===== config.mk =====
export PLATFORM = sky130hd
export DESIGN_NAME = tank_monitor_sequencer
export DESIGN_NICKNAME = d
export VERILOG_FILES = /design/src/rtl/tank_pkg.sv /design/src/rtl/tank_dwell_timer.sv /design/src/rtl/tank_monitor_sequencer.sv
export SDC_FILE = /design/constraint.sdc
export NUM_CORES = 1
export LEC_CHECK = 0
export ABC_AREA = 1
export CORE_AREA = 2 2 67 69
export DETAILED_ROUTE_END_ITERATION = 8
export DIE_AREA = 0 0 69 71
export DONT_BUFFER_PORTS = 1
export PLACE_DENSITY_LB_ADDON = 0.25
export SETUP_SLACK_MARGIN = 0.1
export SYNTH_ARGS = -nofsm -noshare
export SYNTH_HDL_FRONTEND = slang
export SYNTH_SLANG_ARGS = --single-unit

===== constraint.sdc =====
create_clock -name CLK -period 2.4 [get_ports CLK]
set_input_delay 0.6 -clock CLK [delete_from_list [all_inputs] [get_ports CLK]]
set_output_delay 0.6 -clock CLK [all_outputs]
set_load 0.01 [all_outputs]

===== src/rtl/tank_pkg.sv =====
// Shared types, display-mux modes and per-channel limits for the tank monitor.
// Channels: 0 cleanliness, 1 temperature, 2 food storage, 3 saltiness.
package tank_pkg;

    typedef enum logic [2:0] {
        IDLE,
        SHOW_FISH,
        SAMPLE,
        LOAD,
        SHOW_CH,
        ERROR
    } state_t;

    localparam logic [4:0] MUX_OFF   = 5'b00000;
    localparam logic [4:0] MUX_FISH  = 5'b00001;
    localparam logic [4:0] MUX_CLEAN = 5'b00010;
    localparam logic [4:0] MUX_TEMP  = 5'b00100;
    localparam logic [4:0] MUX_FOOD  = 5'b01000;
    localparam logic [4:0] MUX_SALT  = 5'b10000;
    localparam logic [4:0] MUX_ERR   = 5'b11111;

    localparam logic [3:0][7:0] LIM_LO = {8'h20, 8'h10, 8'h14, 8'h08};
    localparam logic [3:0][7:0] LIM_HI = {8'h60, 8'hFF, 8'h1E, 8'hFF};

    function automatic logic [4:0] ch_mode(input logic [1:0] ch);
        logic [4:0] m;
        unique case (ch)
            2'd0:    m = MUX_CLEAN;
            2'd1:    m = MUX_TEMP;
            2'd2:    m = MUX_FOOD;
            default: m = MUX_SALT;
        endcase
        return m;
    endfunction

    // Limits are inclusive: only values strictly outside flag an alarm.
    function automatic logic out_of_range(
        input logic [1:0] ch,
        input logic [7:0] v
    );
        return (v < LIM_LO[ch]) || (v > LIM_HI[ch]);
    endfunction

endpackage


===== src/rtl/tank_dwell_timer.sv =====
// Loadable 8-bit down-counter; saturates at zero, done on the last counted cycle.
module tank_dwell_timer (
    input  logic       CLK,
    input  logic       reset,
    input  logic       load,
    input  logic [7:0] load_val,
    output logic       done
);

    logic [7:0] count;

    always_ff @(posedge CLK or posedge reset) begin
        if (reset) begin
            count <= 8'd0;
        end else if (load) begin
            count <= load_val;
        end else if (count != 8'd0) begin
            count <= count - 8'd1;
        end
    end

    assign done = (count <= 8'd1);

endmodule


===== src/rtl/tank_monitor_sequencer.sv =====
// Scan sequencer: samples four tank sensors, loads registers, drives the display mux.
// Build option: define TANK_ALARM_STICKY_EN to keep alarm_ch bits set across scans.
module tank_monitor_sequencer
    import tank_pkg::*;
#(
    parameter int unsigned DWELL_CYCLES   = 4,
    parameter int unsigned TIMEOUT_CYCLES = 8
) (
    input  logic       CLK,
    input  logic       reset,
    input  logic       start,
    input  logic       alarm_clr,
    input  logic       sample_valid,
    input  logic [7:0] sample_data,
    output logic       sample_req,
    output logic [1:0] ch_sel,
    output logic [3:0] ld_en,
    output logic [7:0] ld_data,
    output logic [4:0] mux_select,
    output logic       busy,
    output logic [3:0] alarm_ch,
    output logic       alarm
);

    localparam logic [7:0] DWELL_LD   = 8'(DWELL_CYCLES);
    localparam logic [7:0] TIMEOUT_LD = 8'(TIMEOUT_CYCLES);

    state_t     state, state_nxt;
    logic [1:0] ch_nxt;
    logic [7:0] cap;
    logic [3:0] alarm_nxt;
    logic       tmr_load;
    logic [7:0] tmr_val;
    logic       tmr_done;

    tank_dwell_timer u_timer (
        .CLK      (CLK),
        .reset    (reset),
        .load     (tmr_load),
        .load_val (tmr_val),
        .done     (tmr_done)
    );

    always_ff @(posedge CLK or posedge reset) begin
        if (reset) state <= IDLE;
        else       state <= state_nxt;
    end

    always_comb begin
        state_nxt  = state;
        ch_nxt     = ch_sel;
        tmr_load   = 1'b0;
        tmr_val    = DWELL_LD;
        sample_req = 1'b0;
        ld_en      = 4'b0000;
        mux_select = MUX_OFF;
        busy       = 1'b1;
        unique case (state)
            IDLE: begin
                busy = 1'b0;
                if (start) begin
                    state_nxt = SHOW_FISH;
                    ch_nxt    = 2'd0;
                    tmr_load  = 1'b1;
                end
            end
            SHOW_FISH: begin
                mux_select = MUX_FISH;
                if (tmr_done) begin
                    state_nxt = SAMPLE;
                    tmr_load  = 1'b1;
                    tmr_val   = TIMEOUT_LD;
                end
            end
            SAMPLE: begin
                sample_req = 1'b1;
                // A valid arriving on the timeout cycle still counts.
                if (sample_valid)  state_nxt = LOAD;
                else if (tmr_done) state_nxt = ERROR;
            end
            LOAD: begin
                ld_en     = 4'b0001 << ch_sel;
                state_nxt = SHOW_CH;
                tmr_load  = 1'b1;
            end
            SHOW_CH: begin
                mux_select = ch_mode(ch_sel);
                if (tmr_done) begin
                    if (ch_sel == 2'd3) begin
                        state_nxt = IDLE;
                        ch_nxt    = 2'd0;
                    end else begin
                        state_nxt = SAMPLE;
                        ch_nxt    = ch_sel + 2'd1;
                        tmr_load  = 1'b1;
                        tmr_val   = TIMEOUT_LD;
                    end
                end
            end
            ERROR: begin
                busy       = 1'b0;
                mux_select = MUX_ERR;
                if (alarm_clr) begin
                    state_nxt = IDLE;
                    ch_nxt    = 2'd0;
                end
            end
            default: state_nxt = IDLE;
        endcase
    end

    // Clear first, then let this cycle's range check set its bit.
    always_comb begin
        alarm_nxt = alarm_clr ? 4'b0000 : alarm_ch;
        if (state == LOAD) begin
`ifdef TANK_ALARM_STICKY_EN
            alarm_nxt[ch_sel] = alarm_nxt[ch_sel] | out_of_range(ch_sel, cap);
`else
            alarm_nxt[ch_sel] = out_of_range(ch_sel, cap);
`endif
        end
    end

    always_ff @(posedge CLK or posedge reset) begin
        if (reset) begin
            ch_sel   <= 2'd0;
            cap      <= 8'd0;
            alarm_ch <= 4'b0000;
        end else begin
            ch_sel   <= ch_nxt;
            alarm_ch <= alarm_nxt;
            if (state == SAMPLE && sample_valid) cap <= sample_data;
        end
    end

    assign ld_data = (state == LOAD) ? cap : 8'd0;
    assign alarm   = (|alarm_ch) || (state == ERROR);

endmodule


**Word-level counts from Yosys, hierarchy flattened**

Cells that the tools add are included.

- Register bits: 25
- Output and inout port bits: 26
- Word-level logic and storage cells: 78
- Input port bits: 13

- Reductions and logical operators: 13
- Magnitude comparators: 5
- Multiplexer cells: 39
- $add $sub $neg: 2
- Shift-type cells: 1
- Equal/unequal tests: 13

Operator list:

| operator | count |
|---|---|
| 8-bit two-way mux | 5 |
| 8-bit binary-select mux with 2-bit select | 2 |
| 5-bit one-hot mux with 3 select lines | 2 |
| 4-bit two-way mux | 6 |
| 3-bit two-way mux | 6 |
| 3-bit one-hot mux with 6 select lines | 1 |
| 2-bit two-way mux | 5 |
| 8-bit > comparator | 1 |
| 8-bit by 1-bit <= comparator with 1-bit output, second input constant | 1 |
| 8-bit < comparator | 1 |
| 2-bit inequality test, second input constant | 4 |
| 4-bit one-hot mux with 2 select lines | 1 |
| 8-bit nonzero test | 1 |
| 8-bit by 1-bit subtractor with 8-bit output, second input constant | 1 |
| 1-bit two-way mux | 7 |
| 3-bit by 2-bit equality test with 1-bit output, second input constant | 2 |
| 3-bit equality test, second input constant | 2 |
| 2-bit one-hot mux with 3 select lines | 1 |
| 5-bit AND reduction | 1 |
| 4-bit bitwise mux | 1 |
| 2-bit equality test, second input constant | 2 |
| 1-bit one-hot mux with 4 select lines | 1 |
| 4-bit AND reduction | 1 |
| 4-bit OR reduction | 1 |
| 15 further kinds | 17 |

**Depth between registers and ports, before layout**

Gate-level depths: netlist of run 1.

- Depth after elaboration: 6
- Depth in mapped cells: 16
- Depth with buffers taken out: 16

**By module**

Synthesis of run 1 repeated with hierarchy kept, for this count alone.

- Cell total of the unflattened synthesis: 263
- Area, all modules: 1924.3 um2

Modules (own cells, without submodules):

| module | area each (um2) | times used | cells an instance | sequential area each (um2) |
|---|---|---|---|---|
| tank_monitor_sequencer | 1333.8 | 1 | 181 | 425.4 |
| tank_dwell_timer | 590.6 | 1 | 82 | 200.2 |

**Worst setup path before layout of run 1**

Ideal clock, no wire load.

- Path type: reg-to-reg
- Start point: register ch_sel[0]
- End point: register alarm_ch[3]
- Period minus slack after synthesis: 1.809 ns
- Buffers on the path: 0
- Slack: 0.591 ns
- Data arrival time: 1.688 ns
- Library setup time: 0.121 ns
- Required time: 2.279 ns
- Stages on the path, launching flop included: 12
- Cell sequence: dfrtp_1 > inv_1 > ha_1 > nor2_1 > ha_1 > a21o_1 > nor2_1 > nand2_1 > nand2_1 > nand2_1 > nand2_1 > nand2_1

- Longest elaborated chain between the ends: 6
- Elaborated cells on any way between the ends: 14
- Those cells by class: order compare: 4; mux: 8; reduce/logical: 2

Ends and longest elaborated chain:

| element | RTL line | text |
|---|---|---|
| start, declared | tank_monitor_sequencer.sv:16 | `output logic [1:0] ch_sel,` |
| start signal, assigned | tank_monitor_sequencer.sv:130 | `ch_sel <= ch_nxt;` |
| 8-bit binary-select mux with 2-bit select, or another cell as far along | tank_pkg.sv:41 | `return (v < LIM_LO[ch]) \|\| (v > LIM_HI[ch]);` |
| 8-bit two-way mux (implied by the code) or 1-bit logical AND (tied branches) | tank_pkg.sv:41, tank_monitor_sequencer.sv:119 |  |
| 8-bit < comparator, or another cell as far along | tank_pkg.sv:41 |  |
| 1-bit logical OR or 1-bit demux with 2-bit select (tied branches) | tank_pkg.sv:41, tank_monitor_sequencer.sv:119 |  |
| 4-bit bitwise mux (*) | tank_monitor_sequencer.sv:119 | `alarm_nxt[ch_sel] = out_of_range(ch_sel, cap);` |
| 4-bit two-way mux (*) | tank_monitor_sequencer.sv:115 | `if (state == LOAD) begin` |
| net alarm_nxt[3] | tank_monitor_sequencer.sv:31 | `logic [3:0] alarm_nxt;` |
| end signal, assigned | tank_monitor_sequencer.sv:131 | `alarm_ch <= alarm_nxt;` |
| end, declared | tank_monitor_sequencer.sv:21 | `output logic [3:0] alarm_ch,` |

Mark *: on every way through the listed nets, which the timed path passes. The rest lies on a longest branch. The select of a mux whose other input is x is not followed.
A chain may end at the register's enable or synchronous reset.

**Final worst setup path of run 1**

- Start point: register state[2]
- End point: output port ld_en[1]

- Longest elaborated chain between the ends: 2

Ends and longest elaborated chain:

| element | RTL line | text |
|---|---|---|
| start, declared | tank_monitor_sequencer.sv:28 | `state_t state, state_nxt;` |
| start signal, assigned | tank_monitor_sequencer.sv:46 | `else state <= state_nxt;` |
| 3-bit by 2-bit equality test with 1-bit output | tank_monitor_sequencer.sv:58 | `unique case (state)` |
| 4-bit two-way mux | tank_monitor_sequencer.sv:58 |  |
| end, declared | tank_monitor_sequencer.sv:17 | `output logic [3:0] ld_en,` |

Every way passes these cells.

==> impl_metrics.ini, run 1 <==
[timing]
slew_headroom_pct = 71.9
hold_slack_ps = 259
final-hold-violation-count = 0
setup_ws_ps = 213
tns_ps = 0
skew_ps = 2.29
post-route-period-util_pct = 91.1
slew_violations = 0
fmax_mhz = 457
setup-violations-final = 0
grt_setup_unrepaired = true
tightest_slew_ps = 421
fin_crit_ps = 2190

[worst_setup_path]
rr_endpoint = alarm_ch[2]$_DFF_PP0_
cp-start-kind = register
crit_start = state[2]$_DFFE_PP0P_
endpoint_kind = primary output
critPathKind = reg2out
crit_fanout = 17
cp-endpoint = ld_en[1]
required_ps = 1800
ff2ff_path_depth = 11
r2r_slack_ps = 340
arrival_ps = 1590
r2r-start = ch_sel[1]$_DFFE_PP0P_

[logic_synthesis]
synth_cells = 240
seq_area_frac_synth_pct = 34.0
synth_warnings = 0
synthTopCellsByArea = dfrtp_1 (34%), ha_1 (14%), nand2_1 (8.6%)
avgSynthCellArea_um2 = 7.67
synth.largest_area_cell = dfrtp_1
synth_most_common_cell = nand2_1
synthFlopType = dfrtp_1
synth_edf_count = 0
synth_nets = 273
synth_commonest_cells = nand2_1 (42), nor2_1 (40), inv_1 (33)
async_flop_share_pct = 100
syn_area_mm2 = 0.00184
ys_types = 31
synth_top_area_share_pct = 34.0
ys_ff_latch = 25

[die]
rows = 24
start_util_pct = 43.8
fp.coreArea_mm2 = 0.00420
ios = 39
die_w_um = 69
die_h_um = 71
die_area_mm2 = 0.00490

[cts]
cts_num_sinks = 25
root_buffer = clkbuf_8
post-cts-setup-buffer-count = 0
clk_latency_ps = 270
hold_buffers = 0
htree_levels = 1
clock_path_buffers = 2
cts_resized = 0
tritoncts.num_buffers = 3
clk_transition_reported_paths_ps = 90
cts_tree = done

[global_routing]
grt_first_pass_wirelength_um = 6580
grt_use_met1_pct = 21.2
grt_pass1_vias = 1441
busiest_layer = met2
gr-usage-met2_pct = 28.4
grt_max_degree = 26
grt_usage_pct = 16.5
grt-ovfl-total = 0
grt_util_met3_pct = 2.99
antenna_found_initial = 0

[power_and_ir_drop]
ir_worst_vdd_v = 0.000467
powerDensity_mw_per_mm2 = 1200
p_leak_nw = 1.04

[status]
status = completed

[detailed_routing]
wl_um = 3830
drtAntennaViolNets = 0
drt-initial-drc-count = 19
drc = 0
post_drt_wl_per_cell_um = 13.0
vias = 1500
via_per_inst = 5.08
first_pass_iters = 4

[placement]
port_buffers = 0
pre_cts_ws_ps = 279
hpwl_um = 3030
gp_congestion = 0.794
place_inst = 291

[finish]
regArea_um2 = 627
area_delta_synth_final_pct = 5.98
num_antenna_cells = 0
fillCellCount = 449
fin_nets = 277
multi_input_area_mm2 = 0.00105
drive_gt1_share_pct = 16.0
final_cells = 295

[min_path]
hold_path.class = in2async

[run]
cap_viol_max_count = 0
[layer usage]
metal  routed length, um  share of wire [%]
met1                1810                 47
met2                1770                 46
met3                 204                5.3
met4                  50                1.3
met5                   0                  0
[stage by stage]
| stage | util, % | cell area (um^2) | power [mW] |
|---|---|---|---|
| after floorplan | - | 1840 | 1.84 |
| after global placement | 45.0 | 1890 | 2.07 |
| after detailed placement | 45.0 | 1890 | 2.09 |
| after CTS | 46.1 | 1940 | 2.35 |
| after global routing | 46.4 | 1950 | 2.59 |
| final | 46.4 | 1950 | 2.33 |
[worst min-delay path by stage]
stage | start | to | slack [ps] | depth (start not counted)
2_1_floorplan | u_timer.count[1]$_DFFE_PP0P_ | u_timer.count[1]$_DFFE_PP0P_ | 480 | 2
3_3_place_gp | u_timer.count[1]$_DFFE_PP0P_ | u_timer.count[1]$_DFFE_PP0P_ | 500 | 2
3_5_place_dp | u_timer.count[1]$_DFFE_PP0P_ | u_timer.count[1]$_DFFE_PP0P_ | 520 | 2
4_1_cts | reset | u_timer.count[5]$_DFFE_PP0P_ | 280 | 2
5_1_grt | reset | u_timer.count[5]$_DFFE_PP0P_ | 300 | 2
6_report | reset | u_timer.count[5]$_DFFE_PP0P_ | 260 | 2
[worst max-delay path, cell delays in order (launching register included)]
cell,delay (ps)
dfrtp_1,470
inv_2,150
nand3_2,350
nor2_2,340
[state kept, by name (all words and copies together), names as in the netlist]
signal / count
state: 3
alarm_ch: 4
u_timer.count: 8
cap: 8
ch_sel: 2
[report_power, final]
part           leakage (nW)  switching, mW  internal, mW
Combinational         0.701          0.878         0.470
Sequential            0.309          0.146         0.576
Clock                0.0255          0.144         0.116
Total                  1.04           1.17          1.16
[cells by family (layout without fill, tap and decap cells)]
logic type	after synthesis	after routing	share of synthesized area, %
flops	25	25	34.0
compound gates	37	37	11.5
fa+ha+maj	20	20	13.6
xor+xnor	5	5	2.38
buf+inv	42	45	9.72
simple gates	111	111	28.8
[cell usage in the layout (no fill, tap or decap), drive strengths merged, types with 2 or more instances in the layout]
cell	count
dfrtp	25
nand4	2
nor2	46
ha	20
xnor2	2
o211ai	4
nand3	8
o21ai	10
inv	37
nor3	3
clkinv	3
clkbuf	3
a21oi	19
buf	2
nand2	51
xor2	3
[area by class of cell]
| type | instances | share of cell area, % |
|---|---|---|
| inverter | 39 | 7.76 |
| tap | 52 | 3.34 |
| sequential | 25 | 32.1 |
| multi-input combinational | 173 | 53.6 |
| timing repair buffer | 2 | 0.770 |
| clock buffer | 3 | 2.12 |
| clock inverter | 1 | 0.257 |
No activity file was read; power rests on OpenSTA's default activity.
==> run 2, diff against run 1 <==
CORE_AREA = 2 2 86 55   (was 2 2 67 69)
DIE_AREA = 0 0 88 57   (was 0 0 69 71)
HOLD_SLACK_MARGIN = 0.15   (was default)
clock period = 2.09 ns   (was 2.4 ns; I/O delays follow)
==> run 2 against run 1 <==
Compared with the run above:
- combinational power rose by 24%
- via count increased by 2.1%
- register-to-register slack lost 110 ps
- first-iteration DRC count rose to 3.2 times the previous value
- critical path depth up 1
- worst setup slack got worse by 59 ps
- sequential share of layout area decreased by 1.5 points
- worst hold slack lost 87 ps
- non-clock buffer count grew 8
- core utilization grew 1.2 points
- final cell count increased by 6.4%
- wire length is 12% higher
- critical path type unchanged
- critical endpoint is now ld_en[2]
==> impl_metrics.ini, run 2 (synthesis results as in run 1) <==
[timing]
setup_ws_ps = 154
slew_violations = 0
slew_headroom_pct = 77.1
tightest_slew_ps = 343
post-route-period-util_pct = 92.6
skew_ps = 5.98
fmax_mhz = 516
grt_setup_unrepaired = true
final-hold-violation-count = 0
setup-violations-final = 0
fin_crit_ps = 1940
tns_ps = 0

[detailed_routing]
vias = 1531
post_drt_wl_per_cell_um = 13.7
first_pass_iters = 4
via_per_inst = 4.88
drtAntennaViolNets = 0
wl_um = 4290
drc = 0
drt-initial-drc-count = 61

[cts]
cts_num_sinks = 25
tritoncts.num_buffers = 3
root_buffer = clkbuf_8
clk_transition_reported_paths_ps = 100
clock_path_buffers = 2
htree_levels = 1
clk_latency_ps = 280
cts_tree = done

[global_routing]
grt_usage_pct = 18.4
grt-ovfl-total = 0
grt_pass1_vias = 1371
antenna_found_initial = 0
grt_max_degree = 26
grt_first_pass_wirelength_um = 6910

[worst_setup_path]
ff2ff_path_depth = 10
arrival_ps = 1410
endpoint_kind = primary output
required_ps = 1570
crit_fanout = 5
cp-start-kind = register
critPathKind = reg2out

[min_path]
hold_path.class = in2async

[run]
cap_viol_max_count = 0

[power_and_ir_drop]
powerDensity_mw_per_mm2 = 1370
ir_worst_vdd_v = 0.000630
power_mw = 2.81
p_leak_nw = 1.07

[die]
fp.coreArea_mm2 = 0.00430
ios = 39
die_area_mm2 = 0.00502
die_h_um = 57
start_util_pct = 42.8
die_w_um = 88
rows = 19

[finish]
mostFrequentLayoutCells = nand2_1 (41), nor2_1 (37), inv_1 (31)
area_delta_synth_final_pct = 11.3
final_cells = 314
num_antenna_cells = 0
drive_gt1_share_pct = 20.3
layout_commonest_cell = nand2_1
reg_top3 = cap (8), u_timer.count (8), alarm_ch (4)
regArea_um2 = 627
fillCellCount = 450
multi_input_area_mm2 = 0.00107
fin_nets = 285

[placement]
place_inst = 309
pre_cts_ws_ps = 200
port_buffers = 0
hpwl_um = 3350
gp_congestion = 0.891

[status]
status = completed
==> run 2: area by class of cell <==
cell class | count | area share (%)
Tap cell | 63 | 3.85
Clock buffer | 3 | 2.02
Clock inverter | 1 | 0.244
Timing Repair Buffer | 10 | 3.67
Sequential cell | 25 | 30.6
Multi-Input combinational cell | 173 | 52.2
Inverter | 39 | 7.39
==> run 2: metrics by stage <==
stage | cell area (um^2) | hold slack, ps | utilization [%]
after detailed placement | 1960 | 495 | 45.5
after CTS | 2010 | 189 | 46.7
after global placement | 1960 | 497 | 45.5
final | 2050 | 173 | 47.6
after floorplan | 1840 | 480 | -
after global routing | 2050 | 198 | 47.6
==> run 2: report_power, final <==
part           total, mW  internal (mW)  switching, mW
clock              0.306          0.134          0.172
sequential         0.819          0.662          0.157
combinational       1.68          0.594           1.09
==> run 2: worst paths after layout <==
| kind | slack [ps] | end | startpoint |
|---|---|---|---|
| worst max register to register | 230 | alarm_ch[0]$_DFF_PP0_ | ch_sel[0]$_DFFE_PP0P_ |
| max in group asynchronous | 1630 | ch_sel[0]$_DFFE_PP0P_ | reset |
| worst min register to register | 520 | u_timer.count[1]$_DFFE_PP0P_ | u_timer.count[1]$_DFFE_PP0P_ |
| worst max-delay path | 150 | ld_en[2] | ch_sel[0]$_DFFE_PP0P_ |
| worst min-delay path | 170 | alarm_ch[2]$_DFF_PP0_ | reset |
| min in group CLK | 390 | state[1]$_DFFE_PP0P_ | sample_valid |
==> run 2: critical path, stage by stage, from the launching register on <==
cell	delay, ps
dfrtp_2	470
inv_2	110
ha_1	180
inv_1	100
nor2_1	280
==> run 2: routing by layer <==
| layer | GRT usage [%] | vias to the layer above | share of wire, % |
|---|---|---|---|
| met2 | 23.8 | 46 | 38 |
| met1 | 30.2 | 702 | 53 |
| met4 | 3.30 | 0 | 0.58 |
| li1 | - | 779 | - |
| met3 | 5.07 | 4 | 7.9 |
| met5 | 0 | - | 0 |
==> run 2: repair_timing <==
action	4_1_cts	5_1_grt
buffers inserted	0	1
pin swaps	0	1
cloned	0	0
hold buffers	0	0
setup endpoints to repair	1	16
gates resized for setup	1	11
==> run 3, diff against run 2 <==
clock period = 1.6 ns   (was 2.09 ns; I/O delays follow)
==> run 3 against run 2 <==
Compared with the run above:
- final cell count is 13% higher
- first-iteration DRC count is 28% higher
- global-route usage is 2.6 points higher
- clock power is 33% higher
- clock skew is 0.92 ps higher
- sequential power is 34% higher
- critical path depth is 2 higher
- register-to-register slack worse by 420 ps
- the flow now finishes with violations (negative setup slack)
- wire length is 20% higher
- flip-flop and latch count stayed put
- combinational power is 110% higher
- sequential share of layout area is 8.2 points lower
- highest routed layer unchanged
==> impl_metrics.ini, run 3 (synthesis results as in run 1) <==
[placement]
port_buffers = 0
hpwl_um = 3500
gp_congestion = 0.865
pre_cts_ws_ps = -156
placed_cell_area_mm2 = 0.00212

[worst_setup_path]
cp_num_cells = 6
crit_buf_inv = 4
crit_family = flip-flops
rr_endpoint = alarm_ch[0]$_DFF_PP0_
r2r-start = ch_sel[0]$_DFFE_PP0P_
crit_fanout = 5
critPathKind = reg2out
crit_slowest_cell = dfrtp_2
endpoint_kind = primary output
r2r_slack_ps = -190
arrival_ps = 1400
required_ps = 1200
cpPeakStageDelay_ps = 480
ff2ff_path_depth = 11
cp-start-kind = register
path_cells = inv_4 -> ha_4 -> inv_4 -> buf_6 -> nor2_4 -> buf_6

[finish]
reg_top3 = cap (8), u_timer.count (8), alarm_ch (4)
mostFrequentLayoutCells = nand2_1 (31), buf_4 (29), inv_1 (26)
postLayoutCellArea_mm2 = 0.00281
drive_gt1_share_pct = 50.2
fin_nets = 325
area_delta_synth_final_pct = 52.5
layout_commonest_cell = nand2_1
num_antenna_cells = 0

[global_routing]
grt_first_pass_wirelength_um = 8210
grt_max_degree = 26
grt-ovfl-total = 0
antenna_found_initial = 0
grt_usage_pct = 21.1
grt_pass1_vias = 1656

[die]
fp.coreArea_mm2 = 0.00430
die_w_um = 88
start_util_pct = 42.8
rows = 19
die_area_mm2 = 0.00502
die_h_um = 57
ios = 39

[timing]
tightest_slew_ps = 345
fin_crit_ps = 1800
final-hold-violation-count = 0
fmax_mhz = 556
slew_headroom_pct = 77.0
grt_setup_unrepaired = true
setup-violations-final = 17
post-route-period-util_pct = 112
hold_slack_ps = 265
slew_violations = 0
setup_ws_ps = -200
skew_ps = 6.90
tns_ps = -2090

[run]
cap_viol_max_count = 0

[cts]
clock_path_buffers = 2
cts_tree = done
cts_num_sinks = 25
root_buffer = clkbuf_8
clk_latency_ps = 280
htree_levels = 1
tritoncts.num_buffers = 3
clk_transition_reported_paths_ps = 100

[power_and_ir_drop]
p_leak_nw = 1.30
ir_worst_vdd_v = 0.00112
powerDensity_mw_per_mm2 = 1800

[min_path]
min-delay-start = sample_valid
hold_end = state[1]$_DFFE_PP0P_
whs_path_depth = 3
hold_path.class = in2reg

[detailed_routing]
drt-initial-drc-count = 78
via_per_inst = 4.85
vias = 1717
post_drt_wl_per_cell_um = 14.5
first_pass_iters = 4
drc = 0
drtAntennaViolNets = 0
wl_um = 5140

[status]
violations = negative setup slack
status = finished, violations left
==> run 3: changes by cell type in the layout (fill, tap and decap cells not counted), moves of 5 or more <==
cell	change
ha_1	-10
inv_1	-5
inv_4	+5
nand2_2	+7
nor2_1	-19
nor2_4	+17
buf_4	+19
nand2_1	-10
ha_4	+6
buf_6	+16
==> run 3: area by class of cell <==
type                       instances  area (um^2)
fill                             362         1500
multi-input combinational        173         1420
sequential                        25          629
timing repair buffer              50          468
inverter                          39          168
tap                               63         78.8
clock buffer                       3         41.3
clock inverter                     1         5.00
==> run 3: through the flow <==
| stage | total power, mW | util, % | std cells |
|---|---|---|---|
| floorplan | 2.85 | - | 240 |
| CTS | 4.39 | 57.5 | 341 |
| detailed placement | 3.44 | 49.2 | 322 |
| finish | 5.06 | 65.3 | 354 |
| global placement | 3.41 | 49.2 | 322 |
| global route | 5.52 | 65.3 | 354 |
==> run 3: tightest hold or removal path: cells and delay by family <==
family             cells  cell delay [ps]
and+or+nand+nor        2               80
AOI/OAI and AO/OA      1               40
==> run 3: repair_timing <==
action | 4_1_cts | 5_1_grt
endpoints found under the setup margin | 30 | 37
pin swaps | 18 | 25
gates resized for setup | 54 | 56
gates cloned | 1 | 0
buffers inserted | 13 | 13
hold endpoints to repair | 25 | 0
hold buffers | 1 | 0
==> run 3: worst max-delay path by stage <==
| stage | startpoint | endpoint | slack (ps) |
|---|---|---|---|
| after floorplan | ch_sel[1]$_DFFE_PP0P_ | alarm_ch[3]$_DFF_PP0_ | -20 |
| after global placement | ch_sel[1]$_DFFE_PP0P_ | alarm_ch[2]$_DFF_PP0_ | -130 |
| after detailed placement | ch_sel[1]$_DFFE_PP0P_ | alarm_ch[0]$_DFF_PP0_ | -160 |
| after CTS | ch_sel[0]$_DFFE_PP0P_ | ld_en[0] | -200 |
| after global routing | ch_sel[1]$_DFFE_PP0P_ | alarm_ch[2]$_DFF_PP0_ | -360 |
| final | ch_sel[0]$_DFFE_PP0P_ | ld_en[0] | -200 |
==> run 3: report_power, final <==
part | internal, mW | switching (mW) | total (mW)
clock network | 0.175 | 0.233 | 0.408
registers | 0.867 | 0.231 | 1.10
logic | 1.51 | 2.04 | 3.55
==> run 3: layer usage <==
layer | track usage, % | wire [um]
met5 | 0 | 0
met1 | 32.9 | 2640
met2 | 29.9 | 2220
met4 | 3.08 | 32
met3 | 5.35 | 253
